## src/rtl/neuron_accumulator_if.sv

```systemverilog
// neuron_accumulator_if: start/bias control, input term stream and output activation handshake.
interface neuron_accumulator_if;
    logic       start;
    logic [7:0] bias;
    logic [7:0] in_data;
    logic       in_valid;
    logic       in_ready;
    logic [7:0] out_data;
    logic       out_valid;
    logic       out_ready;
    logic       busy;
    modport master (output start, bias, in_data, in_valid, out_ready,
                    input  in_ready, out_data, out_valid, busy);
    modport slave  (input  start, bias, in_data, in_valid, out_ready,
                    output in_ready, out_data, out_valid, busy);
endinterface

```

## src/rtl/neuron_accumulator.sv

```systemverilog
// neuron_accumulator: sums bias plus N_INPUTS signed terms, optional ReLU, saturates to 8 bits.
module neuron_accumulator #(
    parameter int N_INPUTS = 4,
    parameter int ACC_W    = 16,
    parameter bit RELU     = 1'b1
) (
    input logic clk,
    input logic rst,
    neuron_accumulator_if.slave bus
);
    localparam int CW = $clog2(N_INPUTS + 1);
    localparam logic signed [ACC_W-1:0] MAX = 127;
    localparam logic signed [ACC_W-1:0] MIN = -128;
    typedef enum logic [1:0] {IDLE, ACCUM, DONE} state_t;
    state_t state;
    logic signed [ACC_W-1:0] acc, sum, relu_sum;
    logic [CW-1:0] count;
    logic in_ready, out_valid, busy, accept, last;
    logic [7:0] out_data, sat;
    assign accept   = bus.in_valid & in_ready;
    assign last     = accept && count == CW'(N_INPUTS - 1);
    assign sum      = acc + {{(ACC_W-8){bus.in_data[7]}}, bus.in_data};
    assign relu_sum = (RELU && sum < 0) ? '0 : sum;
    assign sat      = relu_sum > MAX ? 8'h7F : relu_sum < MIN ? 8'h80 : relu_sum[7:0];
    assign bus.in_ready  = in_ready;
    assign bus.out_valid = out_valid;
    assign bus.out_data  = out_data;
    assign bus.busy      = busy;
    always_ff @(posedge clk or posedge rst) begin
        if (rst) begin
            state     <= IDLE;
            acc       <= '0;
            count     <= '0;
            in_ready  <= 1'b0;
            out_valid <= 1'b0;
            out_data  <= '0;
            busy      <= 1'b0;
        end else if (state == IDLE) begin
            if (bus.start) begin
                acc      <= {{(ACC_W-8){bus.bias[7]}}, bus.bias};
                count    <= '0;
                in_ready <= 1'b1;
                busy     <= 1'b1;
                state    <= ACCUM;
            end
        end else if (state == ACCUM) begin
            if (accept) begin
                acc   <= sum;
                count <= count + CW'(1);
            end
            // the final accept registers the saturated result so DONE holds it stable
            if (last) begin
                in_ready  <= 1'b0;
                out_valid <= 1'b1;
                out_data  <= sat;
                state     <= DONE;
            end
        end else if (bus.out_ready) begin
            out_valid <= 1'b0;
            busy      <= 1'b0;
            state     <= IDLE;
        end
    end
endmodule
```

## src/flat_wrapper.sv

```systemverilog
// flat-port wrapper written by rule: the top's interface ports become plain ports
module neuron_accumulator_flat 
#(
    parameter int N_INPUTS = 4,
    parameter int ACC_W    = 16,
    parameter bit RELU     = 1'b1
)
  (clk, rst, bus_start, bus_bias, bus_in_data, bus_in_valid, bus_out_ready, bus_in_ready, bus_out_data, bus_out_valid, bus_busy);
  neuron_accumulator_if bus_i ();
  input logic clk;
  input logic rst;
  input wire logic [$bits(bus_i.start)-1:0] bus_start;
  input wire logic [$bits(bus_i.bias)-1:0] bus_bias;
  input wire logic [$bits(bus_i.in_data)-1:0] bus_in_data;
  input wire logic [$bits(bus_i.in_valid)-1:0] bus_in_valid;
  input wire logic [$bits(bus_i.out_ready)-1:0] bus_out_ready;
  output wire logic [$bits(bus_i.in_ready)-1:0] bus_in_ready;
  output wire logic [$bits(bus_i.out_data)-1:0] bus_out_data;
  output wire logic [$bits(bus_i.out_valid)-1:0] bus_out_valid;
  output wire logic [$bits(bus_i.busy)-1:0] bus_busy;
  assign bus_i.start = bus_start;
  assign bus_i.bias = bus_bias;
  assign bus_i.in_data = bus_in_data;
  assign bus_i.in_valid = bus_in_valid;
  assign bus_i.out_ready = bus_out_ready;
  assign bus_in_ready = bus_i.in_ready;
  assign bus_out_data = bus_i.out_data;
  assign bus_out_valid = bus_i.out_valid;
  assign bus_busy = bus_i.busy;
  neuron_accumulator #(.N_INPUTS(N_INPUTS), .ACC_W(ACC_W), .RELU(RELU)) u_core (.clk(clk), .rst(rst), .bus(bus_i));
endmodule
```

## config.mk

```make
export PLATFORM = sky130hd
export DESIGN_NAME = neuron_accumulator_flat
export DESIGN_NICKNAME = d
export VERILOG_FILES = /design/src/rtl/neuron_accumulator_if.sv /design/src/rtl/neuron_accumulator.sv /design/src/flat_wrapper.sv
export SDC_FILE = /design/constraint.sdc
export NUM_CORES = 1
export LEC_CHECK = 0
export CAP_MARGIN = 20
export CORE_MARGIN = 8
export CORE_UTILIZATION = 50
export DETAILED_ROUTE_END_ITERATION = 8
export GPL_ROUTABILITY_DRIVEN = 0
export PLACE_DENSITY = 0.72
export SYNTH_ARGS = -nofsm -noshare
export SYNTH_HDL_FRONTEND = slang
export SYNTH_SLANG_ARGS = --single-unit
```

## constraint.sdc

```tcl
create_clock -name clk -period 3.25 [get_ports clk]
set_input_delay 0.65 -clock clk [delete_from_list [all_inputs] [get_ports clk]]
set_output_delay 0.65 -clock clk [all_outputs]
set_load 0.005 [all_outputs]
```

==> impl_metrics.tcl, run 1 <==
set metrics [dict create \
    vias_per_cell 5.59 \
    overflow 0 \
    cp-start-kind "primary input" \
    diodes 0 \
    grt_pass1_vias 2094 \
    synthTopCellsByCount "dfrtp_1 (32), nand2_1 (28), a21oi_1 (23)" \
    period_minus_slack_ns 3.12 \
    hpwl_mm 4.35 \
    ctsHoldBuffers 0 \
    synth_edf_count 0 \
    grtUsageTotal 0.183 \
    numCtsBuffers 5 \
    design.die.area_mm2 0.00671 \
    nets 356 \
    syn_inst 241 \
    drt_drc_violations_left 0 \
    worstSetupPathType "in -> reg" \
    cts-root-buf "clkbuf_8" \
    place_inst 357 \
    ys_ff_latch 32 \
    cts_tree "built" \
    synth_nets 280 \
    async_flop_share 1.00 \
    core_mm2 0.00426 \
    synth.most_common_cell "dfrtp_1" \
    max_freq_ghz 0.321 \
    ys_dominant_reg_cell "dfrtp_1" \
    multi_input_area_mm2 0.00134 \
    synth_area_leader_cell "dfrtp_1" \
    ys_seq_area_frac 0.368 \
    slowest_delay_ns 0.57 \
    clk_latency_ns 0.29 \
    clock_skew_ns 0.00517 \
    rows 24 \
    hold_viol_final 0 \
    worstSetupEndpointType "register" \
    area_growth_syn_to_layout_pct 38.5 \
    power.density_mw_per_mm2 1080 \
    wl_per_cell_um 15.7 \
    fp.dieW_um 81.9 \
    relSlewSlack 0.683 \
    grt_max_degree 33 \
    drv_cap 0 \
    path_common_cell "buf_4" \
    worstHoldPathType "reg -> reg" \
    crit_fanout 7 \
    utilization 0.706 \
    dpl_cell_area_mm2 0.00282 \
    vdd_drop_max_mv 0.551 \
    via_count 2069 \
    yosys-top-cells-area "dfrtp_1 (37%), ha_1 (9.8%), a21oi_1 (5.3%)" \
    crit_slowest_cell "or4_1" \
    port_buffers 31 \
    layout-drive-gt1-share 0.230 \
    synth_top_area_share 0.368 \
    die_y_um 81.9 \
    final_area_mm2 0.00301 \
    synth_warnings 0 \
    drv_slew 0 \
    io_pins 32 \
    numClockSinks 32 \
    synth.avg_cell_area_um2 9.02 \
    fin_cells 370 \
    worst_pin_slew_ns 0.471 \
    setup_viol 0 \
    p_leak_nw 1.40 \
    grt_pass1_wl_mm 9.60 \
    arrival_ns 3.27 \
    wl_mm 5.82 \
    drt_iter0_drc 139 \
    ff_latch_area_um2 801 \
    worstPathCellList "clkdlybuf4s50_1 -> ha_2 -> buf_4 -> buf_4 -> a211oi_2 -> o21ai_2 -> a311oi_1 -> buf_4 -> or4_1 -> a311o_2 -> o21ai_4 -> a211oi_1" \
    outcome "complete, no violations" \
    start_util 0.510 \
    crit_required_ns 3.40 \
    period_share 0.960 \
    clk_path_buf_depth 2 \
    antenna_found_initial 0 \
    clkTransAtPathRegs_ns 0.07 \
    cts_max_level 2 \
    synthDistinctLibCells 45 \
    dr.pass1.iters 4 \
    ant_nets 0 \
    fillers 339 \
    netlist_area_mm2 0.00217 \
]
==> state kept, by name, summed over array words and instances (netlist names) <==
signal,count
u_core.acc,16
u_core.bus.busy,1
u_core.count,3
u_core.state,2
u_core.bus.in_ready,1
u_core.bus.out_data,8
u_core.bus.out_valid,1
==> layer usage <==
| metal | wire (µm) | up-vias | track usage |
|---|---|---|---|
| met5 | 0 | - | 0 |
| met4 | 111 | 0 | 0.0789 |
| met3 | 241 | 10 | 0.0306 |
| met2 | 2690 | 51 | 0.286 |
| met1 | 2780 | 971 | 0.242 |
| li1 | - | 1037 | - |
==> layout by cell type, fill, tap and decap left out, types with 2 or more instances in the layout <==
| master | count |
|---|---|
| o21ai_2 | 2 |
| or2_2 | 3 |
| a211oi_1 | 9 |
| a31oi_1 | 3 |
| xor2_1 | 2 |
| a21oi_1 | 22 |
| o31ai_1 | 4 |
| nand2_1 | 28 |
| xnor2_1 | 8 |
| mux2_2 | 2 |
| a22o_1 | 3 |
| o21ai_0 | 19 |
| clkdlybuf4s50_1 | 30 |
| clkbuf_8 | 5 |
| buf_4 | 45 |
| nor3_1 | 4 |
| a211oi_2 | 3 |
| ha_1 | 16 |
| and2_1 | 5 |
| dfrtp_1 | 32 |
| o211ai_1 | 4 |
| nor2_1 | 16 |
| a21o_1 | 6 |
| mux2i_1 | 3 |
| inv_1 | 11 |
| and3_1 | 4 |
| nand3_1 | 2 |
==> critical path, delay by kind of cell <==
family                     cells  cell delay [ns]
AOI/OAI and AO/OA              6             1.04
adders and majority gates      1             0.19
buffers and inverters          4             0.83
and+or+nand+nor                1             0.57
==> final timing paths <==
path,startpoint,cells after the start,slack (ns),endpoint
min in group asynchronous,rst,3,0.75,u_core.state[0]$_DFFE_PP0P_
hold / removal,u_core.acc[10]$_DFFE_PP0P_,2,0.49,u_core.acc[10]$_DFFE_PP0P_
hold reg to reg,u_core.acc[10]$_DFFE_PP0P_,2,0.49,u_core.acc[10]$_DFFE_PP0P_
setup / recovery,bus_in_data[0],12,0.13,u_core.bus.out_data[4]$_DFFE_PP0P_
max in group asynchronous,rst,3,2.21,u_core.acc[4]$_DFFE_PP0P_
setup reg to reg,u_core.acc[0]$_DFFE_PP0P_,10,0.52,u_core.bus.out_data[4]$_DFFE_PP0P_
==> through the flow <==
| stage | hold WS, ns | total power, W | setup WS [ns] | TNS (ns) |
|---|---|---|---|---|
| floorplan | 0.450 | 0.00192 | 0.201 | 0 |
| global placement | 0.468 | 0.00268 | -0.248 | -1.90 |
| detailed placement | 0.471 | 0.00273 | -0.284 | -2.10 |
| CTS | 0.490 | 0.00314 | 0.0369 | 0 |
| global route | 0.503 | 0.00351 | -0.0310 | -0.0834 |
| finish | 0.490 | 0.00324 | 0.131 | 0 |
==> repair_timing <==
item / 4_1_cts / 5_1_grt
gates resized for setup: 1 / 8
setup buffers: 0 / 5
pin swaps: 0 / 9
setup endpoints to repair: 2 / 7
hold endpoints to repair: 0 / 0
gates cloned: 0 / 0
==> power by group <==
| part | total [W] | switching (W) | internal, W | leakage [nW] |
|---|---|---|---|---|
| Combinational | 0.00213 | 0.00106 | 0.00107 | 0.963 |
| Clock | 0.000382 | 0.000155 | 0.000227 | 0.0541 |
| Sequential | 0.000720 | 0.000129 | 0.000591 | 0.383 |
==> logic make-up after synthesis <==
group	after synthesis	synth area share
XOR/XNOR	11	0.0443
adder cells (fa/ha/maj)	18	0.107
AO/OA/AOI/OAI	88	0.268
multiplexers	5	0.0242
flip-flops	32	0.368
AND/OR/NAND/NOR	69	0.155
buffers and inverters	18	0.0328
==> area by class of cell <==
type | count | area share
repair buffers | 76 | 0.216
well taps | 52 | 0.0216
multi-input cells | 191 | 0.446
clock inverters | 3 | 0.0141
flip-flops and latches | 32 | 0.266
clock buffers | 5 | 0.0229
inverters | 11 | 0.0137
(Power assumes the default switching activity.)
==> run 2, diff against run 1 <==
- SETUP_SLACK_MARGIN: not set -> 0.3
==> run 2 against run 1 <==
Routed wire length up 13%. Critical endpoint is now u_core.bus.out_data[3]$_DFFE_PP0P_. Flip-flop and latch count unchanged. Die area unchanged. Highest routed layer unchanged. Sequential share of layout area fell by 2.0 points. Clock skew increased by 0.0020 ns. Final cell count increased by 2.2%. Worst hold slack gained 0.00075 ns. Count of clock-buffer cells in the layout stayed put. Register-to-register slack worse by 0.23 ns.
==> impl_metrics.tcl, run 2 (same netlist as run 1, synthesis figures left out) <==
set metrics [dict create \
    final_cell_mix "buf_4 (51), dfrtp_1 (32), nand2_1 (28), clkdlybuf4s50_1 (23), a21oi_1 (20)" \
    grt_max_degree 33 \
    p_leak_nw 1.49 \
    io_pins 32 \
    grt_busiest_layer "met2" \
    setup_ws_ns 0.269 \
    dpl_cell_area_mm2 0.00287 \
    sequentialPowerShare 0.205 \
    cp-start-kind "primary input" \
    worst_pin_slew_ns 0.485 \
    drt_drc_violations_left 0 \
    grtUsageTotal 0.200 \
    arrival_ns 3.14 \
    period_minus_slack_ns 2.98 \
    outcome "complete, no violations" \
    fin_setup_tns_ns 0 \
    worstSetupPathType "in -> reg" \
    port_buffers 31 \
    final_area_mm2 0.00325 \
    fp.dieW_um 81.9 \
    antenna_found_initial 0 \
    crit_required_ns 3.41 \
    dr.pass1.iters 4 \
    period_share 0.917 \
    fillers 297 \
    utilization 0.763 \
    use_met3 0.0503 \
    overflow 0 \
    numClockSinks 32 \
    grt_use_met1 0.237 \
    core_mm2 0.00426 \
    clkPwrFrac 0.107 \
    hold_viol_final 0 \
    rsz0062_at_grt "yes" \
    grt_pass1_wl_mm 10.4 \
    drv_slew 0 \
    worstHoldPathType "reg -> reg" \
    wl_mm 6.56 \
    grt_pass1_vias 2277 \
    numCtsBuffers 5 \
    rows 24 \
    worstSetupEndpointType "register" \
    ant_nets 0 \
    die_y_um 81.9 \
    clkTransAtPathRegs_ns 0.08 \
    diodes 0 \
    design.die.area_mm2 0.00671 \
    clock_skew_ns 0.00720 \
    start_util 0.510 \
    drv_cap 0 \
    cts_tree "built" \
    wl_per_cell_um 17.3 \
    hpwl_mm 4.41 \
    drt_iter0_drc 128 \
    crit_fanout 7 \
    layout-drive-gt1-share 0.325 \
    final_common_cell "buf_4" \
    largest_register "u_core.acc" \
    ff_latch_area_um2 801 \
    setup_viol 0 \
    power.density_mw_per_mm2 1110 \
    dpl_worst_slack_ns -0.239 \
    area_growth_syn_to_layout_pct 49.6 \
    met2_usage 0.333 \
    vias_per_cell 5.79 \
    ctsHoldBuffers 0 \
    cts-root-buf "clkbuf_8" \
    p_int_w 0.00211 \
    via_count 2189 \
    cts_max_level 2 \
    vdd_drop_max_mv 0.541 \
    nets 364 \
    max_freq_ghz 0.335 \
    p_sw_w 0.00152 \
    swShare 0.418 \
    clk_path_buf_depth 2 \
    largest_registers "u_core.acc: 16 flops, u_core.bus.out_data: 8 flops, u_core.count: 3 flops" \
    relSlewSlack 0.674 \
    p_comb_frac 0.688 \
    clk_latency_ns 0.29 \
    largest_register_ffs 16 \
    multi_input_area_mm2 0.00152 \
    hold_ws_ns 0.491 \
]
[run 2: cell count changes in the layout (fill, tap and decap cells not counted), moves of 3 or more]
cell / change
a211oi_1: -6
a211oi_2: +5
buf_4: +6
buf_6: +3
clkdlybuf4s50_1: -7
ha_1: -7
ha_4: +8
[run 2: metrics by stage]
| stage | power, W | std cells |
|---|---|---|
| CTS | 0.00339 | 377 |
| detailed placement | 0.00276 | 361 |
| global route | 0.00388 | 378 |
| global placement | 0.00271 | 361 |
| floorplan | 0.00194 | 241 |
| finish | 0.00362 | 378 |
[run 2: critical path, stage by stage]
cell and delay (ns):
buf_6 0.09, ha_4 0.15, fa_2 0.41, a211oi_2 0.23, o21ai_2 0.12, a211oi_4 0.32
xnor2_2 0.12, or4_4 0.50, nor4_4 0.28, buf_6 0.18, a211oi_2 0.07
[run 2: per-layer routing]
layer	up-vias	share of wire
met5	-	0
met4	0	0.023
met3	17	0.046
met2	73	0.51
met1	1046	0.42
li1	1053	-
[run 2: final cells by class]
| cell class | count | area share |
|---|---|---|
| clock buffer | 5 | 0.0212 |
| clock inverter | 3 | 0.0131 |
| inverter | 11 | 0.0127 |
| multi-input combinational | 191 | 0.468 |
| sequential | 32 | 0.246 |
| tap | 52 | 0.0200 |
| timing repair buffer | 84 | 0.219 |
[run 2: timing repair]
action	in CTS	in global routing
endpoints found under the setup margin	9	8
setup buffers	8	1
resized for setup	19	27
pin swaps	13	15
[run 2: path summary, 6_finish.rpt]
path	start	endpoint	slack [ns]	cells after the start
worst max register to register	u_core.acc[0]$_DFFE_PP0P_	u_core.bus.out_data[3]$_DFFE_PP0P_	0.29	10
max in group asynchronous	rst	u_core.acc[5]$_DFFE_PP0P_	2.20	3
worst max-delay path	bus_in_data[0]	u_core.bus.out_data[3]$_DFFE_PP0P_	0.27	11
worst min register to register	u_core.acc[9]$_DFFE_PP0P_	u_core.acc[9]$_DFFE_PP0P_	0.49	2
min in group asynchronous	rst	u_core.acc[10]$_DFFE_PP0P_	0.75	3
worst min-delay path	u_core.acc[9]$_DFFE_PP0P_	u_core.acc[9]$_DFFE_PP0P_	0.49	2
[run 2: power by group through the flow]
stage,clock (W),combinational [W],sequential [W]
CTS,0.000391,0.00227,0.000725
floorplan,0,0.00124,0.000700
detailed placement,0,0.00203,0.000726
finish,0.000386,0.00249,0.000744
global placement,0,0.00199,0.000721
global route,0.000407,0.00270,0.000768
==> RTL edit 1, RTL diff (settings of run 2) <==
`RELU` is set to 1'b1 in 2 places; all go to 1'b0.
--- a/src/rtl/neuron_accumulator.sv
+++ b/src/rtl/neuron_accumulator.sv
@@ -3,5 +3,5 @@
     parameter int N_INPUTS = 4,
     parameter int ACC_W    = 16,
-    parameter bit RELU     = 1'b1
+    parameter bit RELU     = 1'b0
 ) (
     input logic clk,
--- a/src/flat_wrapper.sv
+++ b/src/flat_wrapper.sv
@@ -4,5 +4,5 @@
     parameter int N_INPUTS = 4,
     parameter int ACC_W    = 16,
-    parameter bit RELU     = 1'b1
+    parameter bit RELU     = 1'b0
 )
   (clk, rst, bus_start, bus_bias, bus_in_data, bus_in_valid, bus_out_ready, bus_in_ready, bus_out_data, bus_out_valid, bus_busy);
Formal check against the unedited RTL: not equivalent (Yosys sat finds a counterexample within 10 cycles, from zero or initial values and one cycle with rst high).
==> RTL edit 1 against run 2 <==
Die area increased by 3.6%; routed wire length decreased by 2.4%; final cell count increased by 1.1%; largest power group unchanged; power decreased by 3.5%; sequential cell count unchanged; sequential power decreased by 2%; non-clock buffer count decreased by 13; first-iteration DRC count decreased by 4.7%; setup slack improved by 0.15 ns; synthesized area increased by 4.4%; design area decreased by 2.0%; count of clock-buffer cells in the layout unchanged.
==> RTL edit 1: results (changes against run 2) <==
- met2 usage in global routing: 28.4%, was 33.3%
- Worst Hold Path EP: u_core.bus.out_data[7], was u_core.acc[9]
- met2 wire length: 3210 microns, was 3340 microns
- worst vdd rail ir drop: 0.000624 V, was 0.000541 V
- most instantiated flip-flop cell in the synthesis netlist: dfrtp_1, unchanged
- NumNets Final: 368, was 364
- post-CTS repair timing setup buffer count: 2, was 8
- delay-heaviest family, CP: compound AO/OA/AOI/OAI gates, was simple AND/OR/NAND/NOR gates
- Max stage delay cell, worst path: fa_2, was or4_4
- async set-reset flop share out of synthesis: 100%, unchanged
- drt wl/cell: 16.8 microns, was 17.3 microns
- largest buffer count on any clock path: 2, unchanged
- top cells by area in the synthesized netlist: dfrtp_1, ha_1, o21ai_0, was dfrtp_1, ha_1, a21oi_1
- met3 track demand over resource in global routing: 3.61%, was 5.03%
- leakage power figure: 0.00143 uW, was 0.00149 uW
- net count of the mapped netlist: 299, was 280
- Remaining Overflow, GRT: 0, unchanged
- Register-to-Register Setup Slack: 0.56 ns, was 0.29 ns
- share of the synthesized area in compound gates (AO/OA/AOI/OAI): 26.0%, was 26.8%
- placed wire-length estimate after detailed placement: 4430 microns, was 4410 microns
- via count of the first global-routing pass: 2,169, was 2,277
- post-place instance area: 2870 sq um, about the same
- delay of the slowest cell on the worst path: 0.38 ns, was 0.50 ns
- ratio of cells with drive above 1 in the final layout: 24.8%, was 32.5%
- first-iteration detailed-routing DRC count: 122, was 128
- Setup Skew: 0.00456 ns, was 0.00720 ns
- timing-limited maximum frequency: 354 MHz, was 335 MHz
- cell count of the worst hold path: 2, unchanged
- mux cell area share after synthesis: 2.21%, was 2.42%
- fraction of met1 tracks used by global routing: 19.9%, was 23.7%
- Post-Route M1 WL: 2720 microns, was 2760 microns
- status: finished clean, unchanged
- register area share after synthesis: 35.3%, was 36.8%
- overall fraction of global-route tracks in use: 16.8%, was 20.0%
- global-route wire length before repair: 9890 microns, was 10,400 microns
- crit path DAT: 3.00 ns, was 3.14 ns
- setup violation total in the final timing report: 0, unchanged
- clock slew at the register clock pins of the worst setup and hold paths: 0.07 ns
- post-synth cell types: 48, was 45
- post_cts resized: 7, was 19
- worst relative slew slack: 50.8%, was 67.4%
- Worst Setup Slack post-DPL: -0.153 ns, was -0.239 ns
- worst hold path startpoint: u_core.bus.out_data[7], was u_core.acc[9]
- WL met3: 323 microns, was 301 microns
- adder and majority gate portion of the synthesized area: 10.3%, was 10.7%
- Synth Area in XOR/XNOR: 4.96%, was 4.43%
- top layer reached by signal wires: met4, unchanged
- total number of vias: 2,263, was 2,189
- most frequent cells after synthesis: dfrtp_1, o21ai_0, nand2_1, was dfrtp_1, nand2_1, a21oi_1
- fill cell count: 320, was 297
## RTL edit 1: cell count changes after synthesis, moves of 3 or more
cell,change
a211oi_1,-7
o22ai_1,+6
inv_1,-4
o21ai_0,+10
o21ai_2,-3
o21ai_1,+3
nor2_1,+7
nor2b_1,+3
## RTL edit 1: layout make-up
class	instances	area [sq um]	share of cell area, %
clock inverter	3	42.5	1.33
inverter	7	26.3	0.824
clock buffer	5	68.8	2.16
sequential	32	801	25.1
timing repair buffer	71	617	19.4
tap	52	65.1	2.04
multi-input combinational	212	1570	49.2
## RTL edit 1: stage by stage
stage | hold WS [ns] | cells
5_1_grt | 0.516 | 382
2_1_floorplan | 0.450 | 260
3_5_place_dp | 0.472 | 369
4_1_cts | 0.492 | 379
3_3_place_gp | 0.461 | 369
6_report | 0.492 | 382
## RTL edit 1: where the power goes
part	leakage (uW)	switching, uW	internal, uW
sequential	0.000367	147	584
clock	0.0000541	168	227
combinational	0.00101	1190	1180
total	0.00143	1500	1990
==> RTL edit 2, RTL diff (settings of run 2) <==
Without the edit above. The 3 states of `state_t` get a one-hot encoding in 3 bits.
--- a/src/rtl/neuron_accumulator.sv
+++ b/src/rtl/neuron_accumulator.sv
@@ -12,5 +12,5 @@
     localparam logic signed [ACC_W-1:0] MAX = 127;
     localparam logic signed [ACC_W-1:0] MIN = -128;
-    typedef enum logic [1:0] {IDLE, ACCUM, DONE} state_t;
+    typedef enum logic [2:0] {IDLE = 3'b001, ACCUM = 3'b010, DONE = 3'b100} state_t;
     state_t state;
     logic signed [ACC_W-1:0] acc, sum, relu_sum;
Check against the original RTL: no difference found for any inputs over 4 cycles, from zero or initial values and one cycle with rst high; so few cycles prove little.
==> RTL edit 2 against run 2 <==
Power fell by 18%; first-iteration DRC count fell by 13%; synthesized area fell by 0.35%; combinational power fell by 26%; design area fell by 8.8%; routed wire length fell by 17%; count of clock-buffer cells in the layout did not move; sequential power fell by 2.8%; largest cell class unchanged; sequential share of layout area rose by 3.3 points; setup slack improved by 0.14 ns; sequential cell count rose by 1.
==> RTL edit 2: results (changes against run 2) <==
- most common cell after layout, fill and taps aside: dfrtp_1, was buf_4
- met3 track demand over resource in global routing: 4.92%, was 5.03%
- ratio of cells with drive above 1 in the final layout: 22.7%, was 32.5%
- fraction of met1 tracks used by global routing: 21.5%, was 23.7%
- worst vdd rail ir drop: 0.000529 V, was 0.000541 V
- synthesized area per cell: 9.84 sq um, was 9.02 sq um
- hold slack final: 0.490 ns, was 0.491 ns
- number of standard cells in the layout, taps in and fillers out: 329, was 378
- top layer reached by signal wires: met4, unchanged
- post-synth cell types: 46, was 45
- Post-Route M1 WL: 2550 microns, was 2760 microns
- last element of the critical path: u_core.bus.out_data[2], was u_core.bus.out_data[3]
- Crit Reg-Reg Endpoint: u_core.bus.out_data[4], was u_core.bus.out_data[3]
- placed wire-length estimate after detailed placement: 3870 microns, was 4410 microns
- worst setup path start: bus_in_data[6], was bus_in_data[0]
- WL met3: 224 microns, was 301 microns
- Worst Setup Slack post-DPL: -0.232 ns, was -0.239 ns
- status: finished clean, unchanged
- leading registers by flop count: u_core.acc: 16 flops, u_core.bus.out_data: 8 flops, was u_core.acc: 16 flops, u_core.bus.out_data: 8 flops, u_core.count: 3 flops
- adder and majority gate portion of the synthesized area: 10.7%, about the same
- most frequent cells after synthesis: dfrtp_1, o21ai_0, nand2_1, was dfrtp_1, nand2_1, a21oi_1
- NumNets Final: 315, was 364
- leakage power figure: 0.00134 uW, was 0.00149 uW
- delay-heaviest family, CP: compound AO/OA/AOI/OAI gates, was simple AND/OR/NAND/NOR gates
- via count of the first global-routing pass: 1,954, was 2,277
- Worst Hold Path EP: u_core.acc[11], was u_core.acc[9]
- net switching power of the design: 1230 uW, was 1520 uW
- Max stage delay cell, worst path: clkdlybuf4s50_1, was or4_4
- register area share after synthesis: 38.2%, was 36.8%
- mux cell area share after synthesis: 5.83%, was 2.42%
- first-iteration detailed-routing DRC count: 111, was 128
- setup slack after layout: 0.405 ns, was 0.269 ns
- slew of the pin with the lowest slew margin: 0.572 ns, was 0.485 ns
- top cells by area in the synthesized netlist: dfrtp_1, ha_1, o21ai_0, was dfrtp_1, ha_1, a21oi_1
- delay of the slowest cell on the worst path: 0.44 ns, was 0.50 ns
- Setup Skew: 0.0111 ns, was 0.00720 ns
- total number of vias: 1,893, was 2,189
- post-place instance area: 2660 sq um, was 2870 sq um
- Synth Area in XOR/XNOR: 6.41%, was 4.43%
- drt wl/cell: 16.6 microns, was 17.3 microns
- net count of the mapped netlist: 259, was 280
- crit path DAT: 3.07 ns, was 3.14 ns
## RTL edit 2: changes by cell type in the layout (fill, tap and decap cells not counted), sizes merged, moves of 4 or more
cell / change
xor2: +6
mux2i: +5
a211oi: -8
nor2: -5
inv: -4
nand2: -7
buf: -30
o221a: +7
## RTL edit 2: power groups by stage
stage / Sequential [uW] / Clock, uW / Combinational, uW
final: 723 / 402 / 1840
after global routing: 742 / 420 / 2050
after floorplan: 677 / 0 / 1130
after CTS: 704 / 409 / 1680
after detailed placement: 705 / 0 / 1630
after global placement: 703 / 0 / 1600
## RTL edit 2: what timing repair did
action,in CTS,in global routing
pin swaps,20,17
gates resized for setup,6,20
setup buffers,2,3
endpoints found under the setup margin,9,10
## RTL edit 2: area by class of cell
cell class	instances	area (sq um)	area share (%)
clock inverters	3	46.3	1.56
multi-input cells	174	1430	48.2
well taps	52	65.1	2.19
flip-flops and latches	33	827	27.9
repair buffers	55	502	16.9
inverters	7	26.3	0.886
clock buffers	5	68.8	2.32
